[src/rtl/dll_lock_detect_if.sv]
`default_nettype none
// ============================================================================
// Module      : dll_lock_detect_if
// Description : Signal bundle between a monitored DLL and its lock detector.
//               master = the DLL side / stimulus, slave = the detector.
// Revision    : 1.0 - initial release
// ============================================================================
interface dll_lock_detect_if;
    logic [1:0] M;          // frequency-multiply select
    logic [3:0] N;          // divide/count setting
    logic       code_vld;   // new delay-line control word strobe
    logic [5:0] code;       // delay-line control word
    logic       lock;       // DLL declared locked
    logic       lock_lost;  // one-cycle pulse when lock falls
    logic [5:0] lock_code;  // code captured at lock
    logic [1:0] state;      // detector FSM state

    modport master (
        output M, N, code_vld, code,
        input  lock, lock_lost, lock_code, state
    );

    modport slave (
        input  M, N, code_vld, code,
        output lock, lock_lost, lock_code, state
    );
endinterface
`default_nettype wire

[src/rtl/dll_lock_detect.sv]
`default_nettype none
// ============================================================================
// Module      : dll_lock_detect
// Description : Watches the delay-line control word of a DLL and declares
//               lock after LOCK_CNT consecutive small code updates; drops lock
//               after UNLOCK_CNT consecutive bad updates or a config change.
// Revision    : 1.0 - initial release
// ============================================================================
module dll_lock_detect #(
    parameter int LOCK_CNT   = 8,
    parameter int UNLOCK_CNT = 2,
    parameter int TOL        = 1,
    parameter int START_DLY  = 16
) (
    input  wire logic        clk_ext,
    input  wire logic        rst_n,
    dll_lock_detect_if.slave bus
);

    typedef enum logic [1:0] {
        ST_IDLE    = 2'b00,
        ST_ACQ     = 2'b01,
        ST_LOCKED  = 2'b10,
        ST_ILLEGAL = 2'b11
    } state_t;

    localparam logic [7:0] c_SETTLE_LAST = 8'(START_DLY - 1);
    localparam logic [3:0] c_LOCK_CNT    = 4'(LOCK_CNT);
    localparam logic [3:0] c_UNLOCK_CNT  = 4'(UNLOCK_CNT);
    localparam logic [6:0] c_TOL         = 7'(TOL);
    localparam logic [5:0] c_RAIL_LO     = 6'd0;
    localparam logic [5:0] c_RAIL_HI     = 6'd63;

    // Registered state
    state_t     r_state;
    logic       r_lock;
    logic       r_lock_lost;
    logic [5:0] r_lock_code;
    logic [7:0] r_settle;
    logic [3:0] r_stable;
    logic [3:0] r_bad;
    logic [5:0] r_prev_code;
    logic       r_prev_ok;
    logic [1:0] r_m_q;
    logic [3:0] r_n_q;
    logic       r_cfg_armed;   // M_q/N_q hold valid history (not first cycle after reset)

    // Next-state values
    state_t     w_state_nxt;
    logic       w_lock_nxt;
    logic       w_lock_lost_nxt;
    logic [5:0] w_lock_code_nxt;
    logic [7:0] w_settle_nxt;
    logic [3:0] w_stable_nxt;
    logic [3:0] w_bad_nxt;
    logic [5:0] w_prev_code_nxt;
    logic       w_prev_ok_nxt;

    // Sample qualification
    logic       w_cfg_chg;
    logic       w_railed;
    logic [5:0] w_ref;
    logic [6:0] w_code_ext;
    logic [6:0] w_ref_ext;
    logic [6:0] w_delta;
    logic       w_good;
    logic [3:0] w_stable_inc;
    logic [3:0] w_bad_inc;

    assign w_cfg_chg  = r_cfg_armed && ((bus.M != r_m_q) || (bus.N != r_n_q));
    assign w_railed   = (bus.code == c_RAIL_LO) || (bus.code == c_RAIL_HI);

    // While locked the reference is frozen at the lock code; while acquiring
    // it tracks the previous sample.
    assign w_ref      = (r_state == ST_LOCKED) ? r_lock_code : r_prev_code;
    assign w_code_ext = {1'b0, bus.code};
    assign w_ref_ext  = {1'b0, w_ref};
    assign w_delta    = (w_code_ext >= w_ref_ext) ? (w_code_ext - w_ref_ext)
                                                  : (w_ref_ext - w_code_ext);
    assign w_good     = !w_railed && (w_delta <= c_TOL);

    assign w_stable_inc = (r_stable == 4'hF) ? r_stable : r_stable + 4'd1;
    assign w_bad_inc    = (r_bad == 4'hF)    ? r_bad    : r_bad + 4'd1;

    // Config history registers load every cycle
    always_ff @(posedge clk_ext or negedge rst_n) begin
        if (!rst_n) begin
            r_m_q       <= 2'd0;
            r_n_q       <= 4'd0;
            r_cfg_armed <= 1'b0;
        end else begin
            r_m_q       <= bus.M;
            r_n_q       <= bus.N;
            r_cfg_armed <= 1'b1;
        end
    end

    // FSM and datapath state register
    always_ff @(posedge clk_ext or negedge rst_n) begin
        if (!rst_n) begin
            r_state     <= ST_IDLE;
            r_lock      <= 1'b0;
            r_lock_lost <= 1'b0;
            r_lock_code <= 6'd0;
            r_settle    <= 8'd0;
            r_stable    <= 4'd0;
            r_bad       <= 4'd0;
            r_prev_code <= 6'd0;
            r_prev_ok   <= 1'b0;
        end else begin
            r_state     <= w_state_nxt;
            r_lock      <= w_lock_nxt;
            r_lock_lost <= w_lock_lost_nxt;
            r_lock_code <= w_lock_code_nxt;
            r_settle    <= w_settle_nxt;
            r_stable    <= w_stable_nxt;
            r_bad       <= w_bad_nxt;
            r_prev_code <= w_prev_code_nxt;
            r_prev_ok   <= w_prev_ok_nxt;
        end
    end

    // Next-state and output decode; a config change overrides any code sample
    always_comb begin
        w_state_nxt     = r_state;
        w_lock_nxt      = r_lock;
        w_lock_lost_nxt = 1'b0;
        w_lock_code_nxt = r_lock_code;
        w_settle_nxt    = r_settle;
        w_stable_nxt    = r_stable;
        w_bad_nxt       = r_bad;
        w_prev_code_nxt = r_prev_code;
        w_prev_ok_nxt   = r_prev_ok;

        if (r_state == ST_ILLEGAL) begin
            // Recover to the reset picture
            w_state_nxt     = ST_IDLE;
            w_lock_nxt      = 1'b0;
            w_lock_code_nxt = 6'd0;
            w_settle_nxt    = 8'd0;
            w_stable_nxt    = 4'd0;
            w_bad_nxt       = 4'd0;
            w_prev_code_nxt = 6'd0;
            w_prev_ok_nxt   = 1'b0;
        end else if (w_cfg_chg) begin
            w_state_nxt     = ST_IDLE;
            w_lock_nxt      = 1'b0;
            w_lock_lost_nxt = (r_state == ST_LOCKED);
            w_settle_nxt    = 8'd0;
            w_stable_nxt    = 4'd0;
            w_bad_nxt       = 4'd0;
            w_prev_ok_nxt   = 1'b0;
        end else begin
            case (r_state)
                ST_IDLE: begin
                    if (r_settle == c_SETTLE_LAST) begin
                        w_state_nxt  = ST_ACQ;
                        w_settle_nxt = 8'd0;
                    end else begin
                        w_settle_nxt = r_settle + 8'd1;
                    end
                end
                ST_ACQ: begin
                    if (bus.code_vld) begin
                        w_prev_code_nxt = bus.code;
                        if (!r_prev_ok) begin
                            // First sample only establishes the reference
                            w_prev_ok_nxt = 1'b1;
                        end else if (w_good) begin
                            w_stable_nxt = w_stable_inc;
                            if (w_stable_inc >= c_LOCK_CNT) begin
                                w_state_nxt     = ST_LOCKED;
                                w_lock_nxt      = 1'b1;
                                w_lock_code_nxt = bus.code;
                                w_bad_nxt       = 4'd0;
                            end
                        end else begin
                            w_stable_nxt = 4'd0;
                        end
                    end
                end
                ST_LOCKED: begin
                    if (bus.code_vld) begin
                        if (w_good) begin
                            w_bad_nxt = 4'd0;
                        end else if (w_bad_inc >= c_UNLOCK_CNT) begin
                            w_state_nxt     = ST_ACQ;
                            w_lock_nxt      = 1'b0;
                            w_lock_lost_nxt = 1'b1;
                            w_stable_nxt    = 4'd0;
                            w_bad_nxt       = 4'd0;
                            w_prev_ok_nxt   = 1'b0;
                        end else begin
                            w_bad_nxt = w_bad_inc;
                        end
                    end
                end
                default: begin
                    w_state_nxt = ST_IDLE;
                end
            endcase
        end
    end

    assign bus.lock      = r_lock;
    assign bus.lock_lost = r_lock_lost;
    assign bus.lock_code = r_lock_code;
    assign bus.state     = r_state;

endmodule
`default_nettype wire

[src/flat_wrapper.sv]
// flat-port wrapper written by rule: the top's interface ports become plain ports
module dll_lock_detect_flat 
#(
    parameter int LOCK_CNT   = 8,
    parameter int UNLOCK_CNT = 2,
    parameter int TOL        = 1,
    parameter int START_DLY  = 16
)
  (clk_ext, rst_n, bus_M, bus_N, bus_code_vld, bus_code, bus_lock, bus_lock_lost, bus_lock_code, bus_state);
  dll_lock_detect_if bus_i ();
  input  wire logic clk_ext;
  input  wire logic rst_n;
  input wire logic [$bits(bus_i.M)-1:0] bus_M;
  input wire logic [$bits(bus_i.N)-1:0] bus_N;
  input wire logic [$bits(bus_i.code_vld)-1:0] bus_code_vld;
  input wire logic [$bits(bus_i.code)-1:0] bus_code;
  output wire logic [$bits(bus_i.lock)-1:0] bus_lock;
  output wire logic [$bits(bus_i.lock_lost)-1:0] bus_lock_lost;
  output wire logic [$bits(bus_i.lock_code)-1:0] bus_lock_code;
  output wire logic [$bits(bus_i.state)-1:0] bus_state;
  assign bus_i.M = bus_M;
  assign bus_i.N = bus_N;
  assign bus_i.code_vld = bus_code_vld;
  assign bus_i.code = bus_code;
  assign bus_lock = bus_i.lock;
  assign bus_lock_lost = bus_i.lock_lost;
  assign bus_lock_code = bus_i.lock_code;
  assign bus_state = bus_i.state;
  dll_lock_detect #(.LOCK_CNT(LOCK_CNT), .UNLOCK_CNT(UNLOCK_CNT), .TOL(TOL), .START_DLY(START_DLY)) u_core (.clk_ext(clk_ext), .rst_n(rst_n), .bus(bus_i));
endmodule
[config.mk]
export PLATFORM = sky130hd
export DESIGN_NAME = dll_lock_detect_flat
export DESIGN_NICKNAME = d
export VERILOG_FILES = /design/src/rtl/dll_lock_detect_if.sv /design/src/rtl/dll_lock_detect.sv /design/src/flat_wrapper.sv
export SDC_FILE = /design/constraint.sdc
export NUM_CORES = 1
export LEC_CHECK = 0
export BUFFER_PORTS_ARGS = -buffer_cell sky130_fd_sc_hd__buf_2
export CORE_ASPECT_RATIO = 0.7
export CORE_MARGIN = 2
export CORE_UTILIZATION = 55
export DETAILED_ROUTE_END_ITERATION = 6
export GPL_TIMING_DRIVEN = 0
export PLACE_DENSITY = 0.72
export SLEW_MARGIN = 40
export SYNTH_ARGS = -nofsm -noshare
export SYNTH_HDL_FRONTEND = slang
export SYNTH_SLANG_ARGS = --single-unit
[constraint.sdc]
create_clock -name clk_ext -period 8.3 [get_ports clk_ext]
set_input_delay 1.245 -clock clk_ext [delete_from_list [all_inputs] [get_ports clk_ext]]
set_output_delay 1.245 -clock clk_ext [all_outputs]
set_load 0.05 [all_outputs]
==> flow_summary.toml, run 1 <==
[run_status]
status = "finished clean"

[route]
num_vias = 2129
routed_wl_microns = 5610
drtIter0Drc = 81
first_pass_iters = 4
via_per_inst = 5.45
wire_per_inst_microns = 14.4
drc = 0
ant_nets = 0

[cells_and_area]
area_delta_synth_final_pct = 10.9
final_layout_size_suffix_gt1_share_pct = 18.0
num_antenna_cells = 0
stdcell_area_sq_um = 3060
finalNetCount = 360
final_common_cell = "dfrtp_1"
final_cell_mix = "40 x dfrtp_1, 32 x nor2_1, 24 x buf_2"
fillers = 410
instances_no_fill = 391

[synthesis]
syn_avg_cell_area_sq_um = 9.52
netlist_instances = 290
synthAdderAreaFrac_pct = 11.4
async_flop_share_pct = 100
synth_warnings = 0
ys_ff_latch = 40
synth_edf_count = 0
yosys.area_share.simple_pct = 20.0
synth_fp_nets = 329
synth_xor_area_share_pct = 4.13
synth_compound_area_share_pct = 16.1
ys.flop_type = "dfrtp_1"
synth_top_family_by_area = "simple AND/OR/NAND/NOR gates"
yosysUniqueCellTypes = 61
netlist_area_sq_um = 2760
synth_mux_area_share_pct = 7.25
synth_seq_area_share_pct = 36.3

[timing]
rsz0062_at_grt = "no"
setup_tns_ns = 0
finalCritPeriodShare_pct = 54.0
tightest_slew_ns = 0.633
clock_skew_ns = 0.00663
clock.fmax_ghz = 0.223
finalCriticalPeriod_ns = 4.48
slew_viol_final = 0
max-slew-margin-rel_pct = 57.8
finalSetupViolCount = 0
final-hold-violation-count = 0

[placed_design]
place_congestion = 0.929
place_inst = 383
placed_area_sq_um = 2970
port_buffers = 24
dp_hpwl_microns = 4310

[global_route]
grt-ovfl-total = 0
grt_max_degree = 41
grt_pass1_vias = 2154
antenna_found_initial = 0
groute.usage.overall_pct = 23.3
grt_pass1_wl_microns = 10300

[die]
start_util_pct = 57.4
core.rowCount = 21
die-area_sq_um = 5610
die_x_microns = 88.7
ioPinCount = 25
die_h_microns = 63.3
core_area_sq_um = 4810

[clock_tree]
htree_levels = 2
cts_buffers = 5
hold_buffers = 0
numClockSinks = 40
cts_setup_buffers = 0
clockRootBuffer = "clkbuf_8"
cts-resized-gates = 0
cts_tree = "done"
clk_latency_ns = 0.29
path_clk_slew_ns = 0.07
clock_path_buffers = 2

[worst_setup_path]
cp-end-kind = "flop"
startpoint_type = "flop"
path_cells = "inv_1 > ha_1 > clkbuf_1 > mux2_2 > inv_1 > ha_1 > fa_1 > nand2b_1 > a21oi_1 > mux2i_1 > nor4b_4 > o21ai_2 > o311ai_2 > a21boi_2 > mux2_1"
ff2ff_setup_slack_ns = 3.82
r2r-end = "u_core.r_bad[0]"
critPathSlowestCell = "clkbuf_1"
crit_fanout = 10
reg2reg_depth = 15
max_stage_delay_ns = 0.50
worstReg2RegStart = "u_core.bus.state[0]"
critical-path-top-delay-family = "compound AO/OA/AOI/OAI gates"
cp_data_arrival_time_ns = 4.65
cp_num_buf_inv = 3
worstPathRequired_ns = 8.47
criticalPathCategory = "reg -> reg"

[run]
cap_viol_max_count = 0

[power_and_ir_drop]
leakage_nw = 1.44
power.total_uw = 876
internal-power_uw = 485
powerDensity_nw_per_um2 = 286
power_frac_seq_pct = 28.5
vdd.ir_drop.worst_mv = 0.151
p_sw_uw = 391
clkPwrFrac_pct = 15.1
combPwrFrac_pct = 56.5
netSwitchingFraction_pct = 44.6

[min_path]
hold_class = "reg -> reg"
hold_depth = 1
hp-start = "u_core.r_bad[3]"
holdPathEnd = "u_core.r_bad[3]"
-- kinds of logic (layout without fill, tap and decap cells) --
logic type               Yosys count  after routing
AND/OR/NAND/NOR                  101            101
AO/OA/AOI/OAI                     63             63
buffers and inverters             29             61
flip-flops                        40             40
multiplexers                      19             19
XOR/XNOR                          13             13
adder cells (fa/ha/maj)           24             24
other                              1              1
-- layout make-up --
| type | instances | area [sq um] | share of cell area, % |
|---|---|---|---|
| well taps | 69 | 86.3 | 2.82 |
| inverters | 20 | 75.1 | 2.45 |
| flip-flops and latches | 40 | 1000 | 32.7 |
| clock buffers | 6 | 82.6 | 2.70 |
| multi-input cells | 221 | 1630 | 53.2 |
| plain buffers | 9 | 55.1 | 1.80 |
| repair buffers | 24 | 123 | 4.00 |
| clock inverters | 2 | 10.0 | 0.327 |
-- power groups by stage --
stage               registers, mW  clock network (mW)  logic, mW
global placement            0.252                   0      0.480
global route                0.254               0.147      0.557
CTS                         0.249               0.136      0.490
finish                      0.249               0.132      0.495
floorplan                   0.272                   0      0.366
detailed placement          0.253                   0      0.488
-- sequential cells by signal, summed over array words and instances, names as in the netlist --
signal	count
u_core.r_prev_code	6
u_core.bus.state	2
u_core.bus.lock	1
u_core.r_stable	4
u_core.r_m_q	2
u_core.bus.lock_code	6
u_core.bus.lock_lost	1
u_core.r_cfg_armed	1
u_core.r_bad	4
u_core.r_prev_ok	1
u_core.r_settle	8
u_core.r_n_q	4
-- metrics by stage --
step | setup slack [ns] | util [%] | hold WS, ns
final | 3.82 | 63.7 | 0.504
after global routing | 3.51 | 63.7 | 0.532
after CTS | 3.85 | 63.7 | 0.510
after detailed placement | 3.86 | 61.7 | 0.486
after global placement | 3.94 | 61.7 | 0.488
after floorplan | 4.26 | - | 0.463
-- metal layers --
layer	routed length, microns	global-route usage, %
met1	3070	36.3
met2	2310	32.9
met3	196	4.85
met4	36	5.11
met5	0	0
-- Yosys cell counts, types with 8 or more instances --
| library cell | number | area (sq um) |
|---|---|---|
| dfrtp_1 | 40 | 1000 |
| nor2_1 | 32 | 120 |
| ha_1 | 22 | 275 |
| inv_1 | 20 | 75.1 |
| nand2_1 | 18 | 67.6 |
| a21oi_1 | 15 | 75.1 |
| o21ai_0 | 15 | 75.1 |
| mux2i_1 | 11 | 110 |
| nand3_1 | 10 | 50.1 |
| nand2b_1 | 8 | 50.1 |
| xor2_1 | 8 | 70.1 |
-- worst max path at each step --
stage	slack [ns]	cells after the start	to	startpoint
6_report	3.82	15	u_core.r_bad[0]	u_core.bus.state[0]
5_1_grt	3.51	15	u_core.r_bad[0]	u_core.bus.state[0]
4_1_cts	3.85	15	u_core.r_bad[0]	u_core.bus.state[0]
3_5_place_dp	3.86	15	u_core.r_bad[0]	u_core.bus.state[0]
3_3_place_gp	3.94	15	u_core.r_bad[0]	u_core.bus.state[0]
2_1_floorplan	4.26	15	u_core.r_bad[0]	u_core.bus.state[0]
Power figures use the tool's default switching activity.
==> run 2: changes to the inputs <==
- CORE_UTILIZATION: 55 -> 54
- PLACE_DENSITY: 0.72 -> 0.73
- clock period: 8.3 -> 3.6 ns (I/O delays scaled with it)
==> run 2 against run 1 <==
  * Count of clock-buffer cells in the layout is 1 lower
  * Highest routed layer unchanged
  * Fmax up 25%
  * Die area rose by 1.7%
  * Power rose to 2.6 times the previous value
  * Worst setup slack got worse by 3.8 ns
  * Worst hold slack got worse by 0.28 ns
==> flow_summary.toml, run 2 (synthesis gave the netlist of run 1 again) <==
[run_status]
status = "finished clean"

[worst_setup_path]
cp_data_arrival_time_ns = 3.76
critPathSlowestCell = "dfrtp_2"
worstPathRequired_ns = 3.77
startpoint_type = "flop"
crit_top_cell = "ha_4"
criticalPathCategory = "reg -> reg"
max_stage_delay_ns = 0.44
crit_fanout = 5
path_cells = "ha_4 > clkbuf_16 > mux2_4 > inv_2 > ha_4 > fa_2 > nand2b_4 > a21oi_4 > mux2i_1 > nor4b_4 > o21ai_4 > o311ai_4 > a21boi_4 > mux2_1"
cp-end-kind = "flop"

[timing]
clock.fmax_ghz = 0.279
clock_skew_ns = 0.00472
finalCritPeriodShare_pct = 99.7
slew_viol_final = 0
rsz0062_at_grt = "yes"
finalSetupViolCount = 0
final-hold-violation-count = 0
finalCriticalPeriod_ns = 3.59
max-slew-margin-rel_pct = 62.3
tightest_slew_ns = 0.564

[power_and_ir_drop]
internal-power_mw = 1.23
clkPwrFrac_pct = 12.9
leakage_nw = 1.51
combPwrFrac_pct = 61.3
p_sw_mw = 1.01
vdd.ir_drop.worst_mv = 0.308
powerDensity_nw_per_um2 = 685
power_frac_seq_pct = 25.8
netSwitchingFraction_pct = 45.1

[global_route]
grt_pass1_vias = 2010
grt_pass1_wl_microns = 10300
grt_max_degree = 41
grt-ovfl-total = 0
antenna_found_initial = 0
groute.usage.overall_pct = 23.5

[placed_design]
port_buffers = 24
placed_area_sq_um = 3000
place_congestion = 0.948
dp_hpwl_microns = 4630

[clock_tree]
clk_latency_ns = 0.29
path_clk_slew_ns = 0.08
clockRootBuffer = "clkbuf_8"
cts_buffers = 5
cts_tree = "done"
clock_path_buffers = 2
htree_levels = 2
numClockSinks = 40
hold_buffers = 0

[cells_and_area]
final_layout_size_suffix_gt1_share_pct = 24.8
final_cell_mix = "38 x dfrtp_1, 32 x nor2_1, 24 x buf_2"
largest_reg_flops = 8
num_antenna_cells = 0
regMostFlops = "u_core.r_settle"
area_delta_synth_final_pct = 18.5
final_core_util_pct = 67.3
finalNetCount = 369
stdcell_area_sq_um = 3270
fillers = 392
final_common_cell = "dfrtp_1"

[route]
ant_nets = 0
num_vias = 2201
drtIter0Drc = 180
via_per_inst = 5.52
drc = 0
wire_per_inst_microns = 15.7
routed_wl_microns = 6270
first_pass_iters = 5

[run]
cap_viol_max_count = 0

[die]
die_x_microns = 89.5
die-area_sq_um = 5710
die_h_microns = 63.8
start_util_pct = 56.8
core_area_sq_um = 4860
core.rowCount = 21
ioPinCount = 25

[min_path]
hold_class = "in -> async"
[run 2: worst max-delay path, delay by kind of cell, from the launching register on]
family	cells	cell delay, ns
simple gates	2	0.46
fa+ha+maj	3	0.75
buf+inv	2	0.20
compound gates	4	0.82
mux	3	0.81
flops	1	0.44
[run 2: stage by stage]
step                      power [mW]  hold slack [ns]  std cells  setup TNS (ns)  setup WS [ns]
final                           2.24            0.222        399               0        0.00950
after global routing            2.41            0.261        399          -0.942         -0.143
after CTS                       2.16            0.235        396        -0.00446       -0.00446
after detailed placement        1.76            0.502        383           -2.25         -0.251
after global placement          1.71            0.487        383          -0.984         -0.146
after floorplan                 1.50            0.244        290               0         0.0170
[run 2: final cells by class]
class	count	area, sq um	area share [%]
Multi-Input combinational cell	221	1740	53.1
Sequential cell	40	1000	30.7
Timing Repair Buffer	33	210	6.43
Tap cell	69	86.3	2.64
Inverter	20	77.6	2.37
Buffer	9	76.3	2.33
Clock buffer	5	68.8	2.10
Clock inverter	2	12.5	0.383
[run 2: worst paths after layout]
| path | start | endpoint | slack (ns) | cells past startpoint |
|---|---|---|---|---|
| setup / recovery | u_core.bus.state[1] | u_core.r_bad[0] | 0.009 | 14 |
| hold / removal | rst_n | u_core.r_n_q[3] | 0.22 | 1 |
| setup reg to reg | u_core.bus.state[1] | u_core.r_bad[0] | 0.009 | 14 |
| hold reg to reg | u_core.r_settle[2] | u_core.r_settle[2] | 0.51 | 1 |
| max in group asynchronous | rst_n | u_core.bus.state[1] | 3.01 | 1 |
| min in group clk_ext | bus_N[0] | u_core.r_n_q[0] | 0.38 | 1 |
[run 2: metal layers]
| layer | GRT usage [%] | vias up | part of all wire, % |
|---|---|---|---|
| met5 | 0 | - | 0 |
| met1 | 41.5 | 1053 | 54 |
| li1 | - | 1093 | - |
| met2 | 29.2 | 53 | 41 |
| met3 | 4.91 | 2 | 4.6 |
| met4 | 2.80 | 0 | 0.38 |
[run 2: power by group through the flow]
| stage | Sequential, mW | Clock [mW] | Combinational [mW] |
|---|---|---|---|
| 2_1_floorplan | 0.631 | 0 | 0.864 |
| 3_3_place_gp | 0.583 | 0 | 1.13 |
| 3_5_place_dp | 0.590 | 0 | 1.17 |
| 4_1_cts | 0.574 | 0.300 | 1.29 |
| 5_1_grt | 0.587 | 0.323 | 1.50 |
| 6_report | 0.577 | 0.289 | 1.37 |
[run 2: repair_timing]
action,in CTS,in global routing
pin swaps,3,9
endpoints found under the hold margin,0,0
cloned,0,1
buffers inserted,6,2
resized for setup,9,10
setup endpoints to repair,15,16
==> run 3: changes to the inputs <==
- RECOVER_POWER: unset -> 50
==> run 3 against run 2 <==
  * The flow now finishes with violations (capacitance limit, slew limit)
  * Combinational power barely moved
  * Clock skew did not move
  * Count of clock-buffer cells in the layout did not move
  * Worst hold slack improved by 0.17 ns
  * Global-route usage did not move
  * Utilization fell by 0.23 points
  * Fmax barely moved
  * Worst setup slack barely moved
  * Via count fell by 0.14%
  * Power barely moved
==> flow_summary.toml, run 3 (synthesis gave the netlist of run 1 again) <==
[die]
die_h_microns = 63.8
die_x_microns = 89.5
die-area_sq_um = 5710
core.rowCount = 21
start_util_pct = 56.8
core_area_sq_um = 4860
ioPinCount = 25

[clock_tree]
numClockSinks = 40
cts_tree = "done"
clk_latency_ns = 0.29
clock_path_buffers = 2
path_clk_slew_ns = 0.08
cts_buffers = 5
clockRootBuffer = "clkbuf_8"
htree_levels = 2

[cells_and_area]
num_antenna_cells = 0
final_cell_mix = "38 x dfrtp_1, 32 x nor2_1, 20 x ha_1"
final_common_cell = "dfrtp_1"
finalNetCount = 369
final_layout_size_suffix_gt1_share_pct = 22.7
instances_no_fill = 399
regMostFlops = "u_core.r_settle"
final_core_util_pct = 67.1
area_delta_synth_final_pct = 18.1
largest_reg_flops = 8

[power_and_ir_drop]
clkPwrFrac_pct = 12.9
internal-power_mw = 1.23
p_sw_mw = 1.01
leakage_nw = 1.49
power_frac_seq_pct = 25.8
netSwitchingFraction_pct = 45.1
combPwrFrac_pct = 61.3
powerDensity_nw_per_um2 = 687
vdd.ir_drop.worst_mv = 0.308

[timing]
whs_ns = 0.388
clock.fmax_ghz = 0.279
finalCriticalPeriod_ns = 3.59
slew_viol_final = 41
max-slew-margin-rel_pct = -42.5
tightest_slew_ns = 2.14
final-hold-violation-count = 0
finalSetupViolCount = 0
clock_skew_ns = 0.00472
finalCritPeriodShare_pct = 99.7
rsz0062_at_grt = "yes"

[global_route]
groute.usage.overall_pct = 23.5
grt_max_degree = 41
grt_pass1_wl_microns = 10300
grt_pass1_vias = 2010
antenna_found_initial = 0
grt-ovfl-total = 0

[route]
routed_wl_microns = 6270
drtIter0Drc = 180
via_per_inst = 5.51
wire_per_inst_microns = 15.7
ant_nets = 0
first_pass_iters = 5
drc = 0
num_vias = 2198

[placed_design]
place_inst = 383
dp_hpwl_microns = 4630
place_congestion = 0.948
port_buffers = 24

[worst_setup_path]
crit_fanout = 5
worstPathRequired_ns = 3.77
startpoint_type = "flop"
cp_data_arrival_time_ns = 3.76
cp-end-kind = "flop"
criticalPathCategory = "reg -> reg"

[run]
cap_viol_max_count = 1

[run_status]
status = "finished, violations left"
violations = "capacitance limit, slew limit"

[min_path]
hold_class = "in -> reg"
run 3: repair_timing:
action	CTS	global route
hold endpoints to repair	0	0
pin swaps	3	9
gates cloned	0	1
resized for setup	9	10
buffers inserted	6	2
setup endpoints to repair	15	16
hold buffers	0	0
run 3: layout make-up:
| type | instances | area (sq um) |
|---|---|---|
| fillers | 397 | 1600 |
| multi-input cells | 221 | 1740 |
| flip-flops and latches | 40 | 1000 |
| clock inverters | 2 | 12.5 |
| repair buffers | 33 | 199 |
| plain buffers | 9 | 76.3 |
| inverters | 20 | 77.6 |
| clock buffers | 5 | 68.8 |
| well taps | 69 | 86.3 |
run 3: final timing paths:
kind | end | slack, ns | from | cells past startpoint
worst max-delay path | u_core.r_bad[0] | 0.009 | u_core.bus.state[1] | 14
worst min-delay path | u_core.r_m_q[1] | 0.39 | bus_M[1] | 1
worst max register to register | u_core.r_bad[0] | 0.009 | u_core.bus.state[1] | 14
worst min register to register | u_core.r_settle[2] | 0.51 | u_core.r_settle[2] | 1
max in group asynchronous | u_core.bus.state[1] | 1.36 | rst_n | 1
min in group asynchronous | u_core.r_m_q[0] | 0.87 | rst_n | 1
run 3: routing by layer:
layer | wire [microns] | global-route usage, % | part of all wire (%) | up-vias
met5 | 0 | 0 | 0 | -
met1 | 3350 | 41.5 | 53 | 1050
met2 | 2600 | 29.2 | 41 | 53
met3 | 291 | 4.91 | 4.6 | 2
met4 | 24 | 2.80 | 0.38 | 0
li1 | - | - | - | 1093
run 3: metrics by stage:
| stage | setup slack [ns] | total power [mW] | setup TNS, ns | area [sq um] |
|---|---|---|---|---|
| 6_report | 0.00943 | 2.24 | 0 | 3260 |
| 5_1_grt | -0.143 | 2.41 | -0.942 | 3260 |
| 4_1_cts | -0.00446 | 2.16 | -0.00446 | 3200 |
| 3_5_place_dp | -0.251 | 1.76 | -2.25 | 3000 |
| 3_3_place_gp | -0.146 | 1.71 | -0.984 | 3000 |
| 2_1_floorplan | 0.0170 | 1.50 | 0 | 2790 |
run 3: worst max-delay path, stage by stage (launching register included):
cell and delay, ns:
dfrtp_2 0.44, ha_4 0.19, clkbuf_16 0.16, mux2_4 0.21
inv_2 0.04, ha_4 0.16, fa_2 0.40, nand2b_4 0.16
a21oi_4 0.14, mux2i_1 0.25, nor4b_4 0.30, o21ai_4 0.14
o311ai_4 0.28, a21boi_4 0.26, mux2_1 0.35
run 3: power groups by stage:
stage | Combinational (mW) | Clock [mW] | Sequential [mW]
floorplan | 0.864 | 0 | 0.631
global placement | 1.13 | 0 | 0.583
detailed placement | 1.17 | 0 | 0.590
CTS | 1.29 | 0.300 | 0.574
global route | 1.50 | 0.323 | 0.587
finish | 1.37 | 0.289 | 0.577
